`config.mk`:
```
export PLATFORM = sky130hd
export DESIGN_NAME = rnn_state_argmax
export DESIGN_NICKNAME = d
export VERILOG_FILES = /design/src/rtl/rnn_state_argmax.sv
export SDC_FILE = /design/constraint.sdc
export NUM_CORES = 1
export LEC_CHECK = 0
export CORE_ASPECT_RATIO = 0.8
export CORE_MARGIN = 2
export CORE_UTILIZATION = 49
export CTS_CLUSTER_DIAMETER = 200
export DETAILED_ROUTE_END_ITERATION = 6
export PLACE_DENSITY = 0.69
export SLEW_MARGIN = 5
export SYNTH_ARGS = -nofsm -noshare
export SYNTH_HDL_FRONTEND = slang
export SYNTH_SLANG_ARGS = --single-unit
```
`constraint.sdc`:
```
create_clock -name clk -period 5.32 [get_ports clk]
set_input_delay 1.064 -clock clk [delete_from_list [all_inputs] [get_ports clk]]
set_output_delay 1.064 -clock clk [all_outputs]
set_load 0.01 [all_outputs]
```
`src/rtl/rnn_state_argmax.sv`:
```
// Snoops hidden-state writebacks from the RNN core and reports the per-timestep
// argmax {timestep, neuron index, value} through a small ready/valid FIFO.
module rnn_state_argmax #(
  parameter int unsigned HSIZE      = 64,
  parameter logic [2:0]  WSEL       = 3'b101,
  parameter int unsigned FIFO_DEPTH = 4
) (
  input  logic        clk,
  input  logic        reset,
  input  logic        mce,
  input  logic [2:0]  msel,
  input  logic [16:0] maddr,
  input  logic [19:0] mdata_w,
  output logic        o_valid,
  input  logic        o_ready,
  output logic [10:0] o_t,
  output logic [5:0]  o_idx,
  output logic [19:0] o_max,
  output logic        ovf,
  output logic        seq_err
);

  localparam int unsigned IW = $clog2(HSIZE);
  localparam int unsigned TW = 11;
  localparam int unsigned DW = 20;
  localparam int unsigned RW = TW + IW + DW;
  localparam int unsigned PW = $clog2(FIFO_DEPTH);
  localparam int unsigned CW = PW + 1;

  // Capture stage
  logic          cap_v;
  logic [TW-1:0] cap_t;
  logic [IW-1:0] cap_h;
  logic [DW-1:0] cap_d;

  always_ff @(posedge clk) begin
    if (!reset) begin
      cap_v <= 1'b0;
      cap_t <= '0;
      cap_h <= '0;
      cap_d <= '0;
    end else begin
      cap_v <= mce && (msel == WSEL);
      cap_t <= maddr[TW+IW-1:IW];
      cap_h <= maddr[IW-1:0];
      cap_d <= mdata_w;
    end
  end

  // Running argmax; active drops when a timestep is abandoned on a sequence error
  logic [IW-1:0] exp_h;
  logic [DW-1:0] cur_max;
  logic [IW-1:0] cur_idx;
  logic [TW-1:0] cur_t;
  logic          active;

  logic          restart_c;
  logic          accept_c;
  logic          better_c;
  logic [DW-1:0] fin_max_c;
  logic [IW-1:0] fin_idx_c;
  logic          push_req_c;
  logic [RW-1:0] push_rec_c;

  always_comb begin
    restart_c  = cap_v && (cap_h == '0);
    accept_c   = cap_v && ((cap_h == exp_h) || restart_c);
    better_c   = $signed(cap_d) > $signed(cur_max);
    fin_max_c  = cur_max;
    fin_idx_c  = cur_idx;
    if (restart_c || better_c) begin
      fin_max_c = cap_d;
      fin_idx_c = cap_h;
    end
    push_req_c = accept_c && !restart_c && active && (cap_h == IW'(HSIZE - 1));
    push_rec_c = {cur_t, fin_idx_c, fin_max_c};
  end

  always_ff @(posedge clk) begin
    if (!reset) begin
      exp_h   <= '0;
      cur_max <= '0;
      cur_idx <= '0;
      cur_t   <= '0;
      active  <= 1'b0;
      seq_err <= 1'b0;
    end else if (cap_v) begin
      if (cap_h != exp_h) seq_err <= 1'b1;
      if (accept_c) begin
        exp_h   <= cap_h + IW'(1);
        cur_max <= fin_max_c;
        cur_idx <= fin_idx_c;
        if (restart_c) begin
          cur_t  <= cap_t;
          active <= 1'b1;
        end
      end else begin
        active <= 1'b0;
      end
    end
  end

  // Result FIFO with the head copied into the output registers one edge ahead
  logic [RW-1:0] mem [FIFO_DEPTH];
  logic [PW-1:0] rd_ptr;
  logic [PW-1:0] wr_ptr;
  logic [CW-1:0] count;

  logic          pop_c;
  logic          full_c;
  logic          do_push_c;
  logic [PW-1:0] rd_nxt_c;
  logic [CW-1:0] count_nxt_c;
  logic [RW-1:0] head_nxt_c;

  always_comb begin
    pop_c       = o_valid && o_ready;
    full_c      = (count == CW'(FIFO_DEPTH));
    do_push_c   = push_req_c && (!full_c || pop_c);
    rd_nxt_c    = pop_c ? rd_ptr + PW'(1) : rd_ptr;
    count_nxt_c = count + CW'(do_push_c) - CW'(pop_c);
    head_nxt_c  = mem[rd_nxt_c];
    if (do_push_c && (wr_ptr == rd_nxt_c)) head_nxt_c = push_rec_c;
  end

  always_ff @(posedge clk) begin
    if (do_push_c) mem[wr_ptr] <= push_rec_c;
  end

  always_ff @(posedge clk) begin
    if (!reset) begin
      rd_ptr  <= '0;
      wr_ptr  <= '0;
      count   <= '0;
      o_valid <= 1'b0;
      o_t     <= '0;
      o_idx   <= '0;
      o_max   <= '0;
      ovf     <= 1'b0;
    end else begin
      rd_ptr  <= rd_nxt_c;
      count   <= count_nxt_c;
      o_valid <= (count_nxt_c != '0);
      if (do_push_c) wr_ptr <= wr_ptr + PW'(1);
      if (count_nxt_c != '0) {o_t, o_idx, o_max} <= head_nxt_c;
      if (push_req_c && full_c && !pop_c) ovf <= 1'b1;
    end
  end

endmodule

```
==> results <==
- The flow ran to the end, and the final reports show no timing, DRC or antenna violations.
- In this run, post-CTS repair resized a total of 0 instances.
- Synthesis produced a netlist whose cell count is slightly below 900.
- The average detailed-routed wire length per instance is between 15 and 20 um.
- The total number of yosys warnings is 0.
- The routed wire length is 24.4 mm.
- Entering global routing, the biggest net connects 67 pins.
- For the worst setup path, the data arrival time is 4.92 ns.
- In this run, the number of DRC markers left after iteration 0 of detailed routing was 626.
- The post-detailed-placement half-perimeter wirelength is 15.4 mm.
- The area of the core is 0.0226 mm2.
- The clock passes through at most 3 buffers.
- The synthesized design devotes to its leading area cell type 39.3% of total area.
- At the later pin of the worst-skew pair, clock insertion delay measures approximately 0.52 ns.
- STA classifies the critical path startpoint as an input port.
- The number of max-slew violations in the final report is 0.
- The dominant register cell in the synthesized netlist is edfxtp_1.
- Counting flops with a built-in enable in the synthesized netlist gives 148.
- For this design, the slowest cell found on the critical path is or4b_4.
- Global routing finished with a remaining overflow of 0.
- After synthesis, the most frequently instantiated cells are 148 x edfxtp_1, 129 x dfxtp_1, 91 x nand3_1, 58 x nand2_1, 52 x a21oi_1.
- The highest clock rate is 221 MHz.
- The endpoint of the lowest-slack register-to-register path is o_max[9].
- In the routed layout, each cell is associated on average with a via count of 5.55.
- The worst path in the final design needs a cycle of 4.52 ns, including I/O delays and setup.
- For this design, the CTS-stage hold fixing added 0 buffers.
- Pin placement for this block handled 84 I/O pins.
- The final route contains 7,142 vias.
- The cell at the root of the clock tree is clkbuf_16.
- The worst-case headroom to the max-slew limit is 26.1%.
- The final net count is 1,033.
- Setup slack on the worst reg-to-reg path comes out at 1.19 ns.
- The critical register-to-register path startpoint is cap_h[1].
- The number of global-route vias before repair was about 6,900.
- The capturing element type of the critical path is a flip-flop.
- The maximum resistive drop on vdd is around 0.22 mV.
- Row generation in the floorplan step produced 49 rows.
- The total clock buffers created by CTS is 27.
- For this run, asynchronously set or reset flops after synthesis account for 0%.
- The die area is 0.0243 mm2.
- In this run the number of H-tree levels came out at 1.
- Max-cap violations in this run came to 0.
- Setup repair after global routing left no endpoint under its margin.
- The overall global routing resource usage is 20.5%.
- The sequential share of the synthesized area is between 60% and 70%.
- Buffers added to address setup during post-CTS repair amount to 0.
- At the end of routability-driven placement, the weighted congestion stood at 0.816.
- The startpoint of the most critical setup path is o_ready.
- Summing every instance area after synthesis gives 0.0113 mm2.
- The number of buffer cells added on primary ports is 83.
- After detailed routing, the number of remaining DRC violations is 0.
- The path class of the tightest hold or removal check is reg2reg.
- The worst hold margin is between 0.4 and 0.5 ns.
- Yosys attributes the largest share of cell area to edfxtp_1 39%, dfxtp_1 23%, mux4_2 7.4%.
- The number of placed instances, taps included, is about 1,200.
- After clock tree synthesis, the clock-pin slew on the worst setup and hold paths is 0.06 ns.
- The die is 174 um wide.
- The register bit total from synthesis is 277.
- The number of antenna violations at the first check in global routing is 0.
- For the pin with the worst max-slew slack, the measured transition is 1.11 ns.
- Summed over all cells, the static leakage comes to 4.60 nW.
- The critical path goes through clkdlybuf4s50_1, and2_1, or4b_4, and2_1, and3_1, inv_1, ha_1, inv_1, ha_1, inv_1, fa_1, xor2_1, xnor2_1, nand3b_1, nand2_1, inv_1, and2_0, buf_4, nand3_1, nand3_1.
- The largest single stage delay on the critical path is 0.50 ns.
- edfxtp_1 is the most common cell in the netlist.
- When the netlist entered floorplanning its net count stood at 957.
- The setup skew after layout is 0.00865 ns.
- In this run, distinct cell masters in the synthesized netlist total 55.
- The power per cell area is 399 mW/mm2.
- The number of antenna-violating nets in the routed design is 0.
- The category of the critical setup timing path is in2reg.
- The first global-routing pass estimated 39.1 mm of wire.
- The sum of negative setup slack is 0 ns.
- In this run the vertical extent of the chip is between 100 and 150 um.
- At the worst endpoint, the required time is 5.72 ns.
- Overall power consumption after layout is estimated at about 5.3 mW.
- A synthesized cell averages between 10 and 15 um2.
- The share of final-layout standard cells stronger than drive strength 1 is 13.5%.
- The count of clock tree sinks is 277.
- Measured in cells, the most critical reg-to-reg path has a length of 20.
- The critical path ends at o_max[9].
- The clock tree from TritonCTS is built.
- The iteration count of the initial detailed-routing pass is 6.
- The worst hold path startpoint is cap_t[2].
- The final-report hold violation count is 0.
- The most numerous cell type found on the critical path is inv_1.
- The number of diodes is 0.
- Setup violations remaining at the end of the flow were counted as 0.
- The initial utilization of the core area, before any placement, comes to approximately 50%.
- The largest fanout on the critical path is 22.
- The finished layout holds ~1,300 standard cells, fillers aside.
- edfxtp_1 takes more of the synthesized area than any other cell.
- In the finished design, the share of the clock period the worst path needs comes to a little over four fifths.
- The layout overhead on the synthesized area is 17.9%.
-- layout by cell type, fill, tap and decap left out, types with 3 or more instances in the layout --
master	netlist	routed
a211oi_1	16	16
mux2i_1	12	12
o2bb2ai_1	3	3
clkbuf_16	0	28
and2_1	44	41
nor3b_1	4	4
a22o_1	5	5
o21ai_0	51	51
dfxtp_1	129	129
edfxtp_1	148	148
nand2_1	58	58
nand4_1	5	5
a21oi_1	52	51
a22oi_1	22	22
clkdlybuf4s50_1	0	83
nand3_2	7	7
clkbuf_8	0	7
nand2b_1	3	3
ha_1	28	28
buf_4	2	22
nand3_1	91	91
xnor2_1	5	4
xor2_1	9	8
clkinv_2	0	9
and2_2	0	3
inv_1	32	31
mux4_2	37	37
nor2_1	34	34
-- power by group --
| group | switching (mW) | leakage (nW) | internal [mW] | total [mW] |
|---|---|---|---|---|
| registers | 0.109 | 2.41 | 2.38 | 2.49 |
| clock network | 0.780 | 0.447 | 1.10 | 1.88 |
| logic | 0.509 | 1.74 | 0.445 | 0.953 |
-- routing by layer --
layer | up-vias | global-route usage [%] | wire length [um]
met2 | 229 | 31.2 | 11200
met1 | 3484 | 30.7 | 11300
met5 | - | 0 | 0
met3 | 35 | 3.26 | 1450
li1 | 3394 | - | -
met4 | 0 | 5.48 | 462
-- area by class of cell --
| type | count | area (um2) |
|---|---|---|
| multi-input cells | 517 | 3920 |
| clock inverters | 12 | 90.1 |
| clock buffers | 37 | 805 |
| inverters | 32 | 120 |
| fillers | 1831 | 9220 |
| well taps | 306 | 383 |
| flip-flops and latches | 277 | 7030 |
| repair buffers | 105 | 996 |
-- stage by stage --
stage	setup slack [ns]	utilization, %	instance area (um2)
after floorplan	0.792	-	11300
after global placement	0.377	55.2	12400
after detailed placement	0.253	55.2	12400
after CTS	0.808	59.1	13300
after global routing	0.540	59.1	13300
final	0.803	59.1	13300
-- worst min path at each step --
stage,to,slack [ns],cells after the start
final,cur_t[2],0.44,2
after global routing,cur_t[5],0.46,2
after CTS,cur_t[2],0.44,2
after detailed placement,cur_t[2],0.43,2
after global placement,cur_t[0],0.42,2
after floorplan,cur_t[0],0.42,2
-- sequential cells by signal, indices dropped and copies added (netlist names) --
name and count:
o_idx 6, mem 148, count 3, seq_err 1, cap_t 11, active 1, ovf 1, o_valid 1
rd_ptr 2, cur_t 11, o_t 11, o_max 20, cap_v 1, exp_h 6, cap_d 20, cur_idx 6
wr_ptr 2, cap_h 6, cur_max 20
-- worst max-delay path, delay by kind of cell --
family	cells	cell delay [ns]
xor+xnor	2	0.38
buf+inv	6	0.94
simple gates	9	1.80
fa+ha+maj	3	0.72
-- kinds of logic after synthesis --
group                    after synthesis  share of synthesized area, %
adder cells (fa/ha/maj)               29                          3.27
XOR/XNOR                              17                          1.63
multiplexers                          49                          8.43
buffers and inverters                 90                          3.52
AO/OA/AOI/OAI                        158                          8.47
flip-flops                           277                          62.1
AND/OR/NAND/NOR                      264                          12.6
(Power assumes the default switching activity.)
